<file path="config.mk">
export PLATFORM = sky130hd
export DESIGN_NAME = mem_port_arbiter_flat
export DESIGN_NICKNAME = d
export VERILOG_FILES = /design/src/rtl/mem_port_arbiter_if.sv /design/src/rtl/mem_port_arbiter.sv /design/src/flat_wrapper.sv
export SDC_FILE = /design/constraint.sdc
export NUM_CORES = 1
export LEC_CHECK = 0
export BUFFER_PORTS_ARGS = -buffer_cell sky130_fd_sc_hd__buf_4
export CELL_PAD_IN_SITES_DETAIL_PLACEMENT = 1
export CELL_PAD_IN_SITES_GLOBAL_PLACEMENT = 2
export CORE_MARGIN = 3
export CORE_UTILIZATION = 11
export DETAILED_ROUTE_END_ITERATION = 8
export PLACE_DENSITY = 0.91
export SLEW_MARGIN = 20
export SYNTH_ARGS = -nofsm -noshare
export SYNTH_HDL_FRONTEND = slang
export SYNTH_SLANG_ARGS = --single-unit
</file>
<file path="constraint.sdc">
create_clock -name clk -period 2.45 [get_ports clk]
set_clock_uncertainty 0.2 [all_clocks]
set_input_delay 0.3675 -clock clk [delete_from_list [all_inputs] [get_ports clk]]
set_output_delay 0.3675 -clock clk [all_outputs]
set_load 0.03 [all_outputs]
</file>
<file path="src/rtl/mem_port_arbiter_if.sv">
// Memory request bus: valid/addr_ok/data_ok handshake, NumPorts requesters sharing one rdata.
// The arbiter's upstream side uses NumPorts = 2 and its downstream side uses NumPorts = 1.
interface mem_port_arbiter_if #(
    parameter int unsigned NumPorts = 1,
    parameter int unsigned AW       = 32,
    parameter int unsigned DW       = 32
);
    logic [NumPorts-1:0]          valid;
    logic [NumPorts*AW-1:0]       addr;
    logic [NumPorts*3-1:0]        size;
    logic [NumPorts*(DW/8)-1:0]   strobe;
    logic [NumPorts*DW-1:0]       wdata;
    logic [NumPorts-1:0]          addr_ok;
    logic [NumPorts-1:0]          data_ok;
    logic [DW-1:0]                rdata;

    modport master (
        output valid, addr, size, strobe, wdata,
        input  addr_ok, data_ok, rdata
    );

    modport slave (
        input  valid, addr, size, strobe, wdata,
        output addr_ok, data_ok, rdata
    );
endinterface

</file>
<file path="src/rtl/mem_port_arbiter.sv">
// Shares one memory port between the data bus (port 0) and the instruction bus (port 1).
// Define ARB_RR_EN for round-robin arbitration; default is fixed priority with a starvation guard.
module mem_port_arbiter #(
    parameter int unsigned AW           = 32,
    parameter int unsigned DW           = 32,
    parameter int unsigned STARVE_LIMIT = 4
) (
    input  logic               clk,
    input  logic               reset,
    mem_port_arbiter_if.slave  s_bus,
    mem_port_arbiter_if.master m_bus
);

    localparam int unsigned SW = DW / 8;

    typedef enum logic [1:0] {StIdle, StReq, StWait} state_e;

    state_e state_q, state_d;
    logic   sel_q, sel_d;
    logic   any_valid;
    logic   grant;
    logic   winner;

    logic          sel_valid;
    logic [AW-1:0] sel_addr;
    logic [2:0]    sel_size;
    logic [SW-1:0] sel_strobe;
    logic [DW-1:0] sel_wdata;

`ifdef ARB_RR_EN
    logic rr_last_q, rr_last_d;
`else
    localparam int unsigned CntW = $clog2(STARVE_LIMIT + 1);
    logic [CntW-1:0] starve_q, starve_d;
`endif

    assign any_valid = |s_bus.valid;
    assign grant     = (state_q == StIdle) && any_valid;

    // Winner is only meaningful when grant is high.
`ifdef ARB_RR_EN
    assign winner = (&s_bus.valid) ? ~rr_last_q : s_bus.valid[1];
`else
    assign winner = s_bus.valid[1] &&
                    (!s_bus.valid[0] || (starve_q == CntW'(STARVE_LIMIT)));
`endif

    assign sel_valid  = s_bus.valid[sel_q];
    assign sel_addr   = sel_q ? s_bus.addr[AW +: AW]     : s_bus.addr[0 +: AW];
    assign sel_size   = sel_q ? s_bus.size[3 +: 3]       : s_bus.size[0 +: 3];
    assign sel_strobe = sel_q ? s_bus.strobe[SW +: SW]   : s_bus.strobe[0 +: SW];
    assign sel_wdata  = sel_q ? s_bus.wdata[DW +: DW]    : s_bus.wdata[0 +: DW];

    always_ff @(posedge clk) begin
        if (reset) begin
            state_q   <= StIdle;
            sel_q     <= 1'b0;
`ifdef ARB_RR_EN
            rr_last_q <= 1'b1;
`else
            starve_q  <= '0;
`endif
        end else begin
            state_q   <= state_d;
            sel_q     <= sel_d;
`ifdef ARB_RR_EN
            rr_last_q <= rr_last_d;
`else
            starve_q  <= starve_d;
`endif
        end
    end

    always_comb begin
        state_d = state_q;
        sel_d   = sel_q;
        unique case (state_q)
            StIdle: begin
                if (any_valid) begin
                    state_d = StReq;
                    sel_d   = winner;
                end
            end
            StReq: begin
                // A requester dropping valid before acceptance is a flush: abandon quietly.
                if (!sel_valid) begin
                    state_d = StIdle;
                end else if (m_bus.addr_ok[0]) begin
                    state_d = m_bus.data_ok[0] ? StIdle : StWait;
                end
            end
            StWait: begin
                if (m_bus.data_ok[0]) begin
                    state_d = StIdle;
                end
            end
            default: state_d = StIdle;
        endcase
    end

`ifdef ARB_RR_EN
    always_comb begin
        rr_last_d = rr_last_q;
        if (grant) begin
            rr_last_d = winner;
        end
    end
`else
    always_comb begin
        starve_d = starve_q;
        if (!s_bus.valid[1]) begin
            starve_d = '0;
        end else if (grant) begin
            if (winner) begin
                starve_d = '0;
            end else if (starve_q != CntW'(STARVE_LIMIT)) begin
                starve_d = starve_q + CntW'(1);
            end
        end
    end
`endif

    always_comb begin
        m_bus.valid   = 1'b0;
        m_bus.addr    = '0;
        m_bus.size    = '0;
        m_bus.strobe  = '0;
        m_bus.wdata   = '0;
        s_bus.addr_ok = '0;
        s_bus.data_ok = '0;
        s_bus.rdata   = '0;
        unique case (state_q)
            StReq: begin
                m_bus.valid  = sel_valid;
                m_bus.addr   = sel_addr;
                m_bus.size   = sel_size;
                m_bus.strobe = sel_strobe;
                m_bus.wdata  = sel_wdata;
                if (sel_valid && m_bus.addr_ok[0]) begin
                    s_bus.addr_ok[sel_q] = 1'b1;
                    if (m_bus.data_ok[0]) begin
                        s_bus.data_ok[sel_q] = 1'b1;
                        s_bus.rdata          = m_bus.rdata;
                    end
                end
            end
            StWait: begin
                if (m_bus.data_ok[0]) begin
                    s_bus.data_ok[sel_q] = 1'b1;
                    s_bus.rdata          = m_bus.rdata;
                end
            end
            default: ;
        endcase
    end

endmodule

</file>
<file path="src/flat_wrapper.sv">
// flat-port wrapper written by rule: the top's interface ports become plain ports
module mem_port_arbiter_flat 
#(
    parameter int unsigned AW           = 32,
    parameter int unsigned DW           = 32,
    parameter int unsigned STARVE_LIMIT = 4
)
  (clk, reset, s_bus_valid, s_bus_addr, s_bus_size, s_bus_strobe, s_bus_wdata, s_bus_addr_ok, s_bus_data_ok, s_bus_rdata, m_bus_valid, m_bus_addr, m_bus_size, m_bus_strobe, m_bus_wdata, m_bus_addr_ok, m_bus_data_ok, m_bus_rdata);
  mem_port_arbiter_if #(.NumPorts(2), .AW(AW), .DW(DW)) s_bus_i ();
  mem_port_arbiter_if #(.NumPorts(1), .AW(AW), .DW(DW)) m_bus_i ();
  input  logic clk;
  input  logic reset;
  input wire logic [$bits(s_bus_i.valid)-1:0] s_bus_valid;
  input wire logic [$bits(s_bus_i.addr)-1:0] s_bus_addr;
  input wire logic [$bits(s_bus_i.size)-1:0] s_bus_size;
  input wire logic [$bits(s_bus_i.strobe)-1:0] s_bus_strobe;
  input wire logic [$bits(s_bus_i.wdata)-1:0] s_bus_wdata;
  output wire logic [$bits(s_bus_i.addr_ok)-1:0] s_bus_addr_ok;
  output wire logic [$bits(s_bus_i.data_ok)-1:0] s_bus_data_ok;
  output wire logic [$bits(s_bus_i.rdata)-1:0] s_bus_rdata;
  output wire logic [$bits(m_bus_i.valid)-1:0] m_bus_valid;
  output wire logic [$bits(m_bus_i.addr)-1:0] m_bus_addr;
  output wire logic [$bits(m_bus_i.size)-1:0] m_bus_size;
  output wire logic [$bits(m_bus_i.strobe)-1:0] m_bus_strobe;
  output wire logic [$bits(m_bus_i.wdata)-1:0] m_bus_wdata;
  input wire logic [$bits(m_bus_i.addr_ok)-1:0] m_bus_addr_ok;
  input wire logic [$bits(m_bus_i.data_ok)-1:0] m_bus_data_ok;
  input wire logic [$bits(m_bus_i.rdata)-1:0] m_bus_rdata;
  assign s_bus_i.valid = s_bus_valid;
  assign s_bus_i.addr = s_bus_addr;
  assign s_bus_i.size = s_bus_size;
  assign s_bus_i.strobe = s_bus_strobe;
  assign s_bus_i.wdata = s_bus_wdata;
  assign s_bus_addr_ok = s_bus_i.addr_ok;
  assign s_bus_data_ok = s_bus_i.data_ok;
  assign s_bus_rdata = s_bus_i.rdata;
  assign m_bus_valid = m_bus_i.valid;
  assign m_bus_addr = m_bus_i.addr;
  assign m_bus_size = m_bus_i.size;
  assign m_bus_strobe = m_bus_i.strobe;
  assign m_bus_wdata = m_bus_i.wdata;
  assign m_bus_i.addr_ok = m_bus_addr_ok;
  assign m_bus_i.data_ok = m_bus_data_ok;
  assign m_bus_i.rdata = m_bus_rdata;
  mem_port_arbiter #(.AW(AW), .DW(DW), .STARVE_LIMIT(STARVE_LIMIT)) u_core (.clk(clk), .reset(reset), .s_bus(s_bus_i), .m_bus(m_bus_i));
endmodule
</file>
== Yosys cells after proc, flatten, opt, wreduce, memory -nomap -nowiden ==
Index checks and enable logic that the tools add are counted.

* Word-level logic and storage cells: 56
* Bits of input ports: 180
* Output and inout port bits: 108
* Register bits: 6

* Magnitude comparators: 2
* Bitwise operators: 1
* Add/subtract/negate cells: 1
* Multiplexer cells: 29
* Reduce and logical (&&, ||, !) cells: 13
* Equality and inequality tests: 7

{| class="wikitable"
|+ Operators by type and width
! operator !! number
|-
| $mux 32 || 6
|-
| $pmux 32 s2 || 1
|-
| $mux 2 || 9
|-
| $mux 3 || 4
|-
| $mux 4 || 2
|-
| $ne 3x3->1 const B || 2
|-
| $pmux 2 s3 || 1
|-
| $logic_and 1x1->1 || 4
|-
| $mux 1 || 4
|-
| $pmux 2 s2 || 1
|-
| $reduce_and 2->1 || 2
|-
| $reduce_or 2->1 || 2
|-
| $add 3x1->3 const B || 1
|-
| $eq 3x3->1 const B || 1
|-
| $reduce_and 3->1 || 1
|-
| $eq 2x1->1 const B || 1
|-
| $eq 2x2->1 const B || 1
|-
| $logic_not 2->1 || 1
|-
| $lt 1x2->1 const B || 1
|-
| $ne 2x1->1 const B || 1
|-
| $ne 2x2->1 const B || 1
|-
| $reduce_bool 2->1 || 1
|-
| $demux 1 s1 || 1
|-
| $ge 1x1->1 const B || 1
|-
| 3 further kinds || 3
|}

== Depth between registers and ports, before layout ==
Gate-level depths: netlist of the first run.

* Word-level depth: 7
* Depth in mapped cells: 6
* Gate-level depth less buffers: 5

== Least setup slack after synthesis of the first run ==
Ideal clock, no wire load.

* Path kind: register to output
* Start point: register u_core.state_q[1]
* End point: output port s_bus_addr_ok[1]
* Path buffers: 1
* Slack: 0.218 ns
* Data required time: 1.882 ns
* Data arrival time: 1.664 ns
* Stages on the path, launching flop included: 7
* Cell sequence: dfxtp_1 inv_1 ha_1 inv_1 clkbuf_1 nor2_1 and3_1

* Word-level cells in the longest chain between the ends: 2

{| class="wikitable"
|+ RTL lines
! what !! RTL line !! source
|-
| start, declared || mem_port_arbiter.sv:18 || <nowiki>state_e state_q, state_d;</nowiki>
|-
| start signal, assigned || mem_port_arbiter.sv:56 || <nowiki>state_q <= StIdle;</nowiki>
|-
| start signal, assigned || mem_port_arbiter.sv:64 || <nowiki>state_q <= state_d;</nowiki>
|-
| $eq 2x1->1 || mem_port_arbiter.sv:132 || <nowiki>unique case (state_q)</nowiki>
|-
| $mux 2 || mem_port_arbiter.sv:132 ||
|-
| end, declared || flat_wrapper.sv:18 || <nowiki>output wire logic [$bits(s_bus_i.addr_ok)-1:0] s_bus_addr_ok;</nowiki>
|}

No other way between the ends.

== Final worst setup path of the first run ==
* Start point: register u_core.state_q[0]
* End point: output port s_bus_rdata[1]

* Word-level cells in the longest chain between the ends: 2
* Elaborated cells between the ends (all ways): 3
* Classes of those cells: 2 x eq/ne; 1 x mux

{| class="wikitable"
|+ RTL lines
! what !! RTL line !! source
|-
| $eq 2x2->1 or $eq 2x1->1 (tied branches) || mem_port_arbiter.sv:132 ||
|-
| $pmux 32 s2 * || mem_port_arbiter.sv:132 ||
|-
| end, declared || flat_wrapper.sv:20 || <nowiki>output wire logic [$bits(s_bus_i.rdata)-1:0] s_bus_rdata;</nowiki>
|}

Mark *: on every way between the ends. The rest lies on a longest branch, timed or not.

==> results.tsv, run 1 <==
stage	metric	value	unit
outcome	run status	completed	
die	Ports	288	
layout	Area Overhead vs Synth	153.8	%
global_route	global-route wire length before repair	15960	µm
die	total die area	17310	µm²
yosys	number of synthesized flops with an enable pin	0	
timing	RSZ-0062 raised after global routing	true	
timing	Final Hold Violating Endpoints	0	
yosys	post-synthesis sequential area ratio	0.06926	
yosys	post-synth top area share	0.4214	
yosys	Yosys top cell by area	mux2i_1	
clock_network	Skew-Pair Late Insertion Delay	230	ps
drt	Post-Route WL	10570	µm
critical_path	crit path max fanout	17	
drt	via/cell ratio	3.872	
layout	Post-Route Utilization	0.2874	
layout	Final #Nets	711	
critical_path	reg-to-reg startpoint	u_core.state_q[1]	
global_route	number of global-route vias before repair	3097	
clock_network	clk sinks	6	
yosys	Area contributors post-synth	mux2i_1, nor2_1, and2_1	
pwr	Pwr per Cell Area	347.7	nW/µm²
pwr	Final Power	0.001531	W
clock_network	CTS HTree Levels	1	
place	setup slack at placement	208.0	ps
die	Die H	131.6	µm
timing	Rel. slew slack	0.6870	
hold_path	Hold Startpoint	reset	
drt	DRC viols	0	
pwr	worst vdd ir	0.2078	mV
hold_path	Hold Path Cell Cnt	2	
run	maxcap violations	0	
clock_network	CTS Hold Bufs	0	
yosys	asr flop ratio synth	0	
global_route	Total Routing Usage GR	0.1087	
drt	First-pass DRT Iterations	4	
clock_network	root buffer cell	clkbuf_16	
clock_network	CTS tree	yes	
place	Final HPWL DP	8859	µm
critical_path	R2R depth	6	
critical_path	Critical Path RT	1880	ps
yosys	Synthesized Nets	433	
timing	fin crit share	0.9763	
hold_path	Worst Hold End	u_core.sel_q	
pwr	Pleak	2.144	nW
timing	Final WS setup	58.06	ps
critical_path	Worst EP arrival	1820	ps
drt	DR WL/cell	14.36	µm
clock_network	CTS Buf Count	3	
timing	setup tns final	0	ps
global_route	grt ovf	0	
critical_path	crit path kind	flip-flop to output pin	
die	Die Wd	131.6	µm
die	Starting Density	0.1132	
timing	fin crit period	2392	ps
place	port bufs	287	
yosys	synth unique cells	29	
critical_path	reg2reg setup slack	590	ps
yosys	Ys Warns	0	
timing	Worst-Margin Slew	465.3	ps
critical_path	Critical R2R Capture	u_core.state_q[1]	
global_route	largest net degree at the start of global routing	74	
timing	Slew Limit Fails	0	
timing	Final Setup Violations	0	
layout	number of diodes	0	
drt	number of routed nets with antenna violations	0	
die	FP Rows	45	
timing	FMAX	418.1	MHz
global_route	initial antenna violation count	0	
yosys	most common cell in the netlist	nor2_1	
clock_network	Max clock buf depth	2	
clock_network	Worst-path clk slew	40	ps
yosys	Top FF cell, synth	dfxtp_1	
layout	layout cells sized above 1	0.6038	
drt	via count	2850	
critical_path	CP startpoint kind	flip-flop	
yosys	Mean Syn Cell Area	6.993	µm²
critical_path	CP endpoint kind	output pin	
yosys	Post-Syn Area	1734	µm²
yosys	synthesized flop and latch total	6	
yosys	Post-Synthesis Cells	248	
hold_path	HP Class	input port to flip-flop	
yosys	synth cell count leaders	nor2_1, mux2i_1, and2_1	
place	GP Congestion	0.7835	
die	core footprint	15310	µm²
drt	DRT iter0 DRCs	54	
[how the worst max path moves through the flow]
stage	cells past startpoint	slack (ps)	startpoint	end
after floorplan	6	220	u_core.state_q[1]	s_bus_addr_ok[1]
after global placement	7	330	u_core.state_q[0]	s_bus_data_ok[0]
after detailed placement	7	210	u_core.state_q[1]	s_bus_data_ok[0]
final	8	60	u_core.state_q[0]	s_bus_rdata[1]
after CTS	7	7	u_core.state_q[0]	s_bus_data_ok[0]
after global routing	8	-20	u_core.state_q[0]	s_bus_rdata[1]
[power breakdown]
part	total [W]	switching (W)	internal, W
Clock	0.000273	0.0000568	0.000216
Sequential	0.000111	0.00000666	0.000105
Combinational	0.00115	0.000628	0.000518
[logic make-up (layout without fill, tap and decap cells)]
family                     count (synthesis)  in the layout  synth area share
AOI/OAI and AO/OA                          9              9           0.04762
adders and majority gates                  5              5           0.03608
buffers and inverters                     27            304           0.06782
DFF                                        6              6           0.06927
muxes                                     74             74            0.4278
and+or+nand+nor                          127            127            0.3514
[area by class of cell]
| type | instances | area, µm² |
|---|---|---|
| fill | 1889 | 10910 |
| timing repair buffer | 294 | 2361 |
| multi-input combinational | 215 | 1549 |
| tap | 211 | 264.0 |
| sequential | 6 | 126.4 |
| clock buffer | 4 | 78.83 |
| inverter | 6 | 22.52 |
[flip-flops by register name (all words and copies together), names as in the netlist]
| register | count |
|---|---|
| u_core.sel_q | 1 |
| u_core.starve_q | 3 |
| u_core.state_q | 2 |
[cell usage in the layout (no fill, tap or decap)]
master and instances:
nand4b_1 1, o32ai_1 1, a221oi_2 1, buf_6 23
nand2_1 1, a21oi_1 2, and2_1 25, nor2_1 74
clkbuf_1 1, clkbuf_16 4, and2_4 8, mux2_2 1
ha_4 1, nand2b_1 6, inv_2 3, inv_1 3
buf_12 4, nand3_4 1, mux2i_1 73, dfxtp_2 2
a31oi_1 1, a21boi_0 1, or3_1 1, nor2b_4 1
nand3_1 4, o31ai_4 1, or4b_1 1, dfxtp_1 3
and3_1 1, dfxtp_4 1, nand3b_1 1, nor3b_1 1
a2bb2oi_1 1, buf_4 266, nor2b_1 1, o21ai_0 1
ha_1 4
[critical path, cell delays in order (launching register included)]
cell,delay (ps)
dfxtp_2,340
inv_2,60
ha_4,270
nand3_4,70
o31ai_4,260
buf_4,160
buf_12,130
and2_1,160
buf_6,130
[per-layer routing]
metal / GRT usage / wire [µm] / up-vias
met1: 0.1131 / 3764 / 1266
met5: 0 / 0 / -
met4: 0.02217 / 160 / 0
met2: 0.2103 / 5552 / 194
met3: 0.03675 / 1090 / 10
li1: - / - / 1380
[stage by stage]
step / hold slack (ps) / std cells / cell area [µm²]
4_1_cts: 136.4 / 733 / 4212
3_3_place_gp: 273.8 / 729 / 4129
2_1_floorplan: 239.9 / 248 / 1734
5_1_grt: 136.6 / 736 / 4402
3_5_place_dp: 307.7 / 729 / 4129
6_report: 134.3 / 736 / 4402
[repair_timing]
item	in CTS	in global routing
gates cloned	0	1
pin swaps	0	1
setup buffers	0	2
gates resized for setup	1	42
endpoints found under the setup margin	6	34
endpoints found under the hold margin	0	0
Note: power is estimated with default switching activity, not from simulation.
==> run 2: changes to the inputs <==
--- a/config.mk
+++ b/config.mk
@@ -11,7 +11,9 @@
 export CORE_MARGIN = 3
 export CORE_UTILIZATION = 11
 export DETAILED_ROUTE_END_ITERATION = 8
+export GPL_ROUTABILITY_DRIVEN = 0
 export PLACE_DENSITY = 0.91
+export RECOVER_POWER = 100
 export SLEW_MARGIN = 20
 export SYNTH_ARGS = -nofsm -noshare
 export SYNTH_HDL_FRONTEND = slang
==> results.tsv, run 2 (synthesis results as in run 1) <==
stage	metric	value	unit	change
global_route	global-route wire length before repair	15960	µm	unchanged
timing	setup tns final	0	ps	unchanged
critical_path	CP startpoint kind	flip-flop		
drt	via count	2842		-0.28%
critical_path	Worst path slowest cell	dfxtp_2		
timing	FMAX	418.4	MHz	about the same
drt	via/cell ratio	3.861		-0.28%
critical_path	reg-to-reg startpoint	u_core.state_q[1]		
hold_path	HP Class	input port to flip-flop		
timing	fin crit period	2390	ps	-1.677 ps
global_route	Total Routing Usage GR	0.1087		unchanged
clock_network	Skew-Pair Late Insertion Delay	230	ps	about the same
layout	register name with the most flops	u_core.starve_q		
die	total die area	17310	µm²	unchanged
critical_path	R2R depth	6		unchanged
critical_path	Critical Path RT	1880	ps	about the same
hold_path	Hold Startpoint	reset		
global_route	number of global-route vias before repair	3097		unchanged
run	maxcap violations	0		unchanged
critical_path	crit path kind	flip-flop to output pin		
layout	Area Overhead vs Synth	140.5	%	
pwr	Pleak	1.950	nW	-9.0%
timing	WHS	134.3	ps	+0.008000 ps
global_route	largest net degree at the start of global routing	74		unchanged
clock_network	CTS HTree Levels	1		unchanged
die	core footprint	15310	µm²	unchanged
clock_network	CTS Buf Count	3		unchanged
critical_path	CP endpoint kind	output pin		
clock_network	CTS Hold Bufs	0		unchanged
clock_network	root buffer cell	clkbuf_16		
critical_path	reg2reg setup slack	590	ps	about the same
pwr	Final Power	0.001428	W	-6.7%
critical_path	crit path max fanout	17		unchanged
timing	Final Hold Violating Endpoints	0		unchanged
layout	most frequent cells in the layout	buf_4, nor2_1, mux2i_1, clkbuf_1, clkbuf_2		
clock_network	Worst-path clk slew	40	ps	about the same
outcome	run status	completed		
place	Final HPWL DP	8859	µm	unchanged
critical_path	Worst EP arrival	1820	ps	about the same
layout	post-route insts no fill	736		unchanged
timing	Final WS setup	59.74	ps	+1.677 ps
die	Starting Density	0.1132		unchanged
drt	Post-Route WL	10490	µm	-0.77%
critical_path	cells along the critical path	inv_2 > ha_4 > nand3_4 > o31ai_4 > buf_4 > buf_12 > and2_1 > buf_6		
die	Die H	131.6	µm	unchanged
die	Die Wd	131.6	µm	unchanged
place	port bufs	287		unchanged
drt	DRT iter0 DRCs	67		+24%
timing	Rel. slew slack	0.6870		unchanged
layout	Top Registers	u_core.starve_q (3), u_core.state_q (2), u_core.sel_q (1)		
layout	Final #Nets	711		unchanged
timing	Slew Limit Fails	0		unchanged
die	Ports	288		unchanged
layout	layout cells sized above 1	0.5219		-0.08190
timing	Final Setup Violations	0		unchanged
layout	max reg flops	3		unchanged
timing	fin crit share	0.9756		about the same
drt	DR WL/cell	14.25	µm	-0.77%
drt	DRC viols	0		unchanged
clock_network	Max clock buf depth	2		unchanged
layout	number of diodes	0		unchanged
critical_path	Critical R2R Capture	u_core.state_q[1]		
pwr	worst vdd ir	0.2064	mV	-0.69%
global_route	grt ovf	0		unchanged
hold_path	Worst Hold End	u_core.sel_q		
place	placed insts	729		unchanged
die	FP Rows	45		unchanged
timing	Worst-Margin Slew	465.3	ps	unchanged
layout	leading cell type in the layout, fill and taps excluded	buf_4		
drt	First-pass DRT Iterations	4		unchanged
pwr	Pwr per Cell Area	342.4	nW/µm²	-1.5%
hold_path	Hold Path Cell Cnt	2		unchanged
place	setup slack at placement	208.0	ps	unchanged
drt	number of routed nets with antenna violations	0		unchanged
global_route	initial antenna violation count	0		unchanged
clock_network	clk sinks	6		unchanged
critical_path	CP peak stage delay	340	ps	about the same
timing	RSZ-0062 raised after global routing	true		
clock_network	CTS tree	yes		
==> run 2: how the worst max path moves through the flow <==
| stage | slack (ps) | from | to |
|---|---|---|---|
| 6_report | 60 | u_core.state_q[0] | s_bus_rdata[1] |
| 3_5_place_dp | 210 | u_core.state_q[1] | s_bus_data_ok[0] |
| 3_3_place_gp | 330 | u_core.state_q[0] | s_bus_data_ok[0] |
| 5_1_grt | -20 | u_core.state_q[0] | s_bus_rdata[1] |
| 2_1_floorplan | 220 | u_core.state_q[1] | s_bus_addr_ok[1] |
| 4_1_cts | 7 | u_core.state_q[0] | s_bus_data_ok[0] |
==> run 2: critical path: cells and delay by family (launching register included) <==
kind / cells / cell delay [ps]
flops: 1 / 340
buf+inv: 4 / 480
simple gates: 2 / 220
fa+ha+maj: 1 / 270
compound gates: 1 / 260
==> run 2: cell type report <==
class                   count  area [µm²]
inverters                   6       22.52
repair buffers            294        2131
multi-input cells         215        1549
fillers                  1926       11140
flip-flops and latches      6       126.4
clock buffers               4       78.83
well taps                 211       264.0
==> run 2: where the power goes <==
group	total, W	switching [W]	leakage [nW]	internal, W
Combinational	0.00104	0.000624	1.86	0.000420
Clock	0.000273	0.0000568	0.0382	0.000216
Sequential	0.000111	0.00000666	0.0503	0.000105
==> run 2: per-stage QoR <==
step,utilization,area [µm²]
finish,0.2724,4172
global route,0.2724,4172
CTS,0.2750,4212
detailed placement,0.2696,4129
global placement,0.2696,4129
floorplan,-,1734
==> run 2: repair_timing <==
item | in CTS | in global routing
pin swaps | 0 | 1
gates cloned | 0 | 1
gates resized for setup | 1 | 42
endpoints found under the setup margin | 6 | 34
setup buffers | 0 | 2
==> run 2: metal layers <==
layer | global-route usage | up-vias | part of all wire
met5 | 0 | - | 0
met4 | 0.02217 | 0 | 0.015
met3 | 0.03675 | 10 | 0.10
met2 | 0.2103 | 196 | 0.53
met1 | 0.1131 | 1256 | 0.36
li1 | - | 1380 | -
==> run 3: changes to the inputs <==
--- a/config.mk
+++ b/config.mk
@@ -5,14 +5,14 @@
 export SDC_FILE = /design/constraint.sdc
 export NUM_CORES = 1
 export LEC_CHECK = 0
-export BUFFER_PORTS_ARGS = -buffer_cell sky130_fd_sc_hd__buf_4
 export CELL_PAD_IN_SITES_DETAIL_PLACEMENT = 1
 export CELL_PAD_IN_SITES_GLOBAL_PLACEMENT = 2
-export CORE_MARGIN = 3
-export CORE_UTILIZATION = 11
+export CORE_AREA = 3 3 110 112
 export DETAILED_ROUTE_END_ITERATION = 8
+export DIE_AREA = 0 0 113 115
+export DONT_BUFFER_PORTS = 1
 export GPL_ROUTABILITY_DRIVEN = 0
-export PLACE_DENSITY = 0.91
+export PLACE_DENSITY = 0.63
 export RECOVER_POWER = 100
 export SLEW_MARGIN = 20
 export SYNTH_ARGS = -nofsm -noshare
==> results.tsv, run 3 (synthesis results as in run 1) <==
stage	metric	value	unit	change
layout	Top Registers	u_core.starve_q (3), u_core.state_q (2), u_core.sel_q (1)		
global_route	Total Routing Usage GR	0.1020		-0.006719
pwr	Switching Power	0.0006232	W	-9.4%
critical_path	reg2reg setup slack	640	ps	+50 ps
critical_path	Critical Path RT	1880	ps	about the same
timing	Final Setup Violations	0		unchanged
critical_path	R2R depth	6		unchanged
timing	Rel. slew slack	0.6292		-0.05779
die	Ports	288		unchanged
clock_network	CTS Buf Count	3		unchanged
timing	FMAX	418.3	MHz	about the same
layout	max reg flops	3		unchanged
layout	Area Overhead vs Synth	54.11	%	
place	placed insts	464		-36%
pwr	Final Power	0.001201	W	-16%
critical_path	CP peak stage delay	340	ps	about the same
drt	number of routed nets with antenna violations	0		unchanged
layout	post-route insts no fill	473		-36%
die	Starting Density	0.1532		+0.03995
global_route	global-route wire length before repair	10810	µm	-32%
clock_network	root buffer cell	clkbuf_16		
timing	Worst-Margin Slew	554.1	ps	+88.81 ps
layout	Post-Route Utilization	0.2361		-0.03631
critical_path	Worst EP arrival	1820	ps	about the same
run	maxcap violations	0		unchanged
timing	fin crit share	0.9758		about the same
place	port bufs	0		-100%
clock_network	clk sinks	6		unchanged
critical_path	worst setup path end	s_bus_rdata[17]		
clock_network	CTS tree	yes		
clock_network	Max clock buf depth	2		unchanged
global_route	number of global-route vias before repair	2152		-31%
global_route	initial antenna violation count	1		+1
drt	DRC viols	0		unchanged
timing	Final Hold Violating Endpoints	0		unchanged
global_route	met3 GRT Util	0.02632		-0.01044
global_route	GRT met1 Usage	0.1011		-0.01207
pwr	Pwr per Cell Area	449.3	nW/µm²	+31%
critical_path	CP endpoint kind	output pin		
layout	number of diodes	0		unchanged
die	Die Wd	113	µm	-14%
drt	First-pass DRT Iterations	4		unchanged
pwr	power share of the clock group	0.228		+0.037
clock_network	CTS HTree Levels	1		unchanged
pwr	Cell Int Power	0.0005775	W	-22%
die	core footprint	11320	µm²	-26%
hold_path	HP Class	input port to flip-flop		
hold_path	Hold Startpoint	reset		
timing	Slew Limit Fails	0		unchanged
layout	layout cells sized above 1	0.4000		-0.1219
global_route	global routing usage on met2	0.2125		+0.002165
critical_path	cells along the critical path	inv_2 > ha_4 > nand3_2 > o31ai_4 > buf_12 > clkbuf_16 > and2_1 > buf_4		
global_route	largest net degree at the start of global routing	71		-4.1%
timing	WHS	49.39	ps	-84.91 ps
die	total die area	13000	µm²	-25%
pwr	Pleak	1.148	nW	-41%
place	Final HPWL DP	6666	µm	-25%
die	Die H	115	µm	-13%
critical_path	Worst path slowest cell	dfxtp_2		
layout	leading cell type in the layout, fill and taps excluded	nor2_1		
critical_path	reg-to-reg startpoint	u_core.state_q[1]		
drt	via/cell ratio	4.495		+16%
place	setup slack at placement	252.3	ps	+44.31 ps
drt	via count	2126		-25%
timing	fin crit period	2391	ps	+0.5301 ps
layout	most frequent cells in the layout	nor2_1, mux2i_1, clkbuf_2, and2_2, buf_4		
clock_network	Worst-path clk slew	30	ps	about the same
timing	Final WS setup	59.21	ps	-0.5301 ps
pwr	switching share of power	0.5190		+0.03745
pwr	worst vdd ir	0.2621	mV	+27%
critical_path	CP startpoint kind	flip-flop		
pwr	Comb power frac	0.678		-0.053
pwr	Flop pwr share	0.094		+0.016
critical_path	crit path max fanout	5		-12
critical_path	crit path kind	flip-flop to output pin		
clock_network	Skew-Pair Late Insertion Delay	230	ps	about the same
drt	Post-Route WL	7924	µm	-24%
global_route	grt ovf	0		unchanged
critical_path	CP Launch Point	u_core.state_q[0]		
global_route	Most Used Layer, Global Route	met2		
layout	register name with the most flops	u_core.starve_q		
layout	Final #Nets	516		-27%
critical_path	Critical R2R Capture	u_core.state_q[1]		
drt	DR WL/cell	16.75	µm	+18%
die	FP Rows	39		-13%
drt	DRT iter0 DRCs	37		-45%
outcome	run status	completed		
==> run 3: cell count changes in the layout (fill, tap and decap cells not counted), sizes merged <==
cell	before	now
clkbuf	77	74
buf	221	28
dlygate4sd3	0	1
==> run 3: power by group through the flow <==
| stage | sequential [W] | combinational, W | clock (W) |
|---|---|---|---|
| final | 0.000113 | 0.000814 | 0.000274 |
| after global routing | 0.000115 | 0.000872 | 0.000288 |
| after CTS | 0.000112 | 0.000890 | 0.000278 |
| after detailed placement | 0.000113 | 0.000885 | 0 |
| after global placement | 0.000113 | 0.000875 | 0 |
| after floorplan | 0.000108 | 0.000601 | 0 |
==> run 3: layer usage <==
metal,vias to the layer above,wire length (µm)
li1,994,-
met3,8,854
met1,951,2590
met5,-,7
met2,171,4421
met4,2,49
==> run 3: final cells by class <==
class	count	area, µm²
multi-input combinational	215	1545
timing repair buffer	99	720.7
fill	1377	8648
tap	143	178.9
inverter	6	22.52
sequential	6	126.4
clock buffer	4	78.83
==> run 3: metrics by stage <==
step                cell area (µm²)  setup TNS (ps)
finish                         2673               0
global route                   2673          -11.52
CTS                            2708               0
detailed placement             2615               0
global placement               2615               0
floorplan                      1734               0
==> run 3: worst min path at each step <==
stage                             end  slack, ps  cells past startpoint
finish              u_core.state_q[1]         50                      1
global route        u_core.state_q[1]         50                      1
CTS                 u_core.state_q[1]         50                      1
detailed placement       u_core.sel_q        240                      1
floorplan                u_core.sel_q        240                      1
global placement         u_core.sel_q        230                      1
==> run 3: repair_timing <==
item | in CTS | in global routing
pin swaps | 0 | 1
hold buffers | 1 | 0
resized for setup | 3 | 31
endpoints found under the setup margin | 3 | 34
endpoints found under the hold margin | 1 | 0
setup buffers | 0 | 1
gates cloned | 0 | 3
==> run 3: worst max-delay path: cells and delay by family, from the launching register on <==
family | cells | cell delay (ps)
buffers and inverters | 4 | 500
flip-flops | 1 | 340
AO/OA/AOI/OAI | 1 | 290
adder cells (fa/ha/maj) | 1 | 260
AND/OR/NAND/NOR | 2 | 220
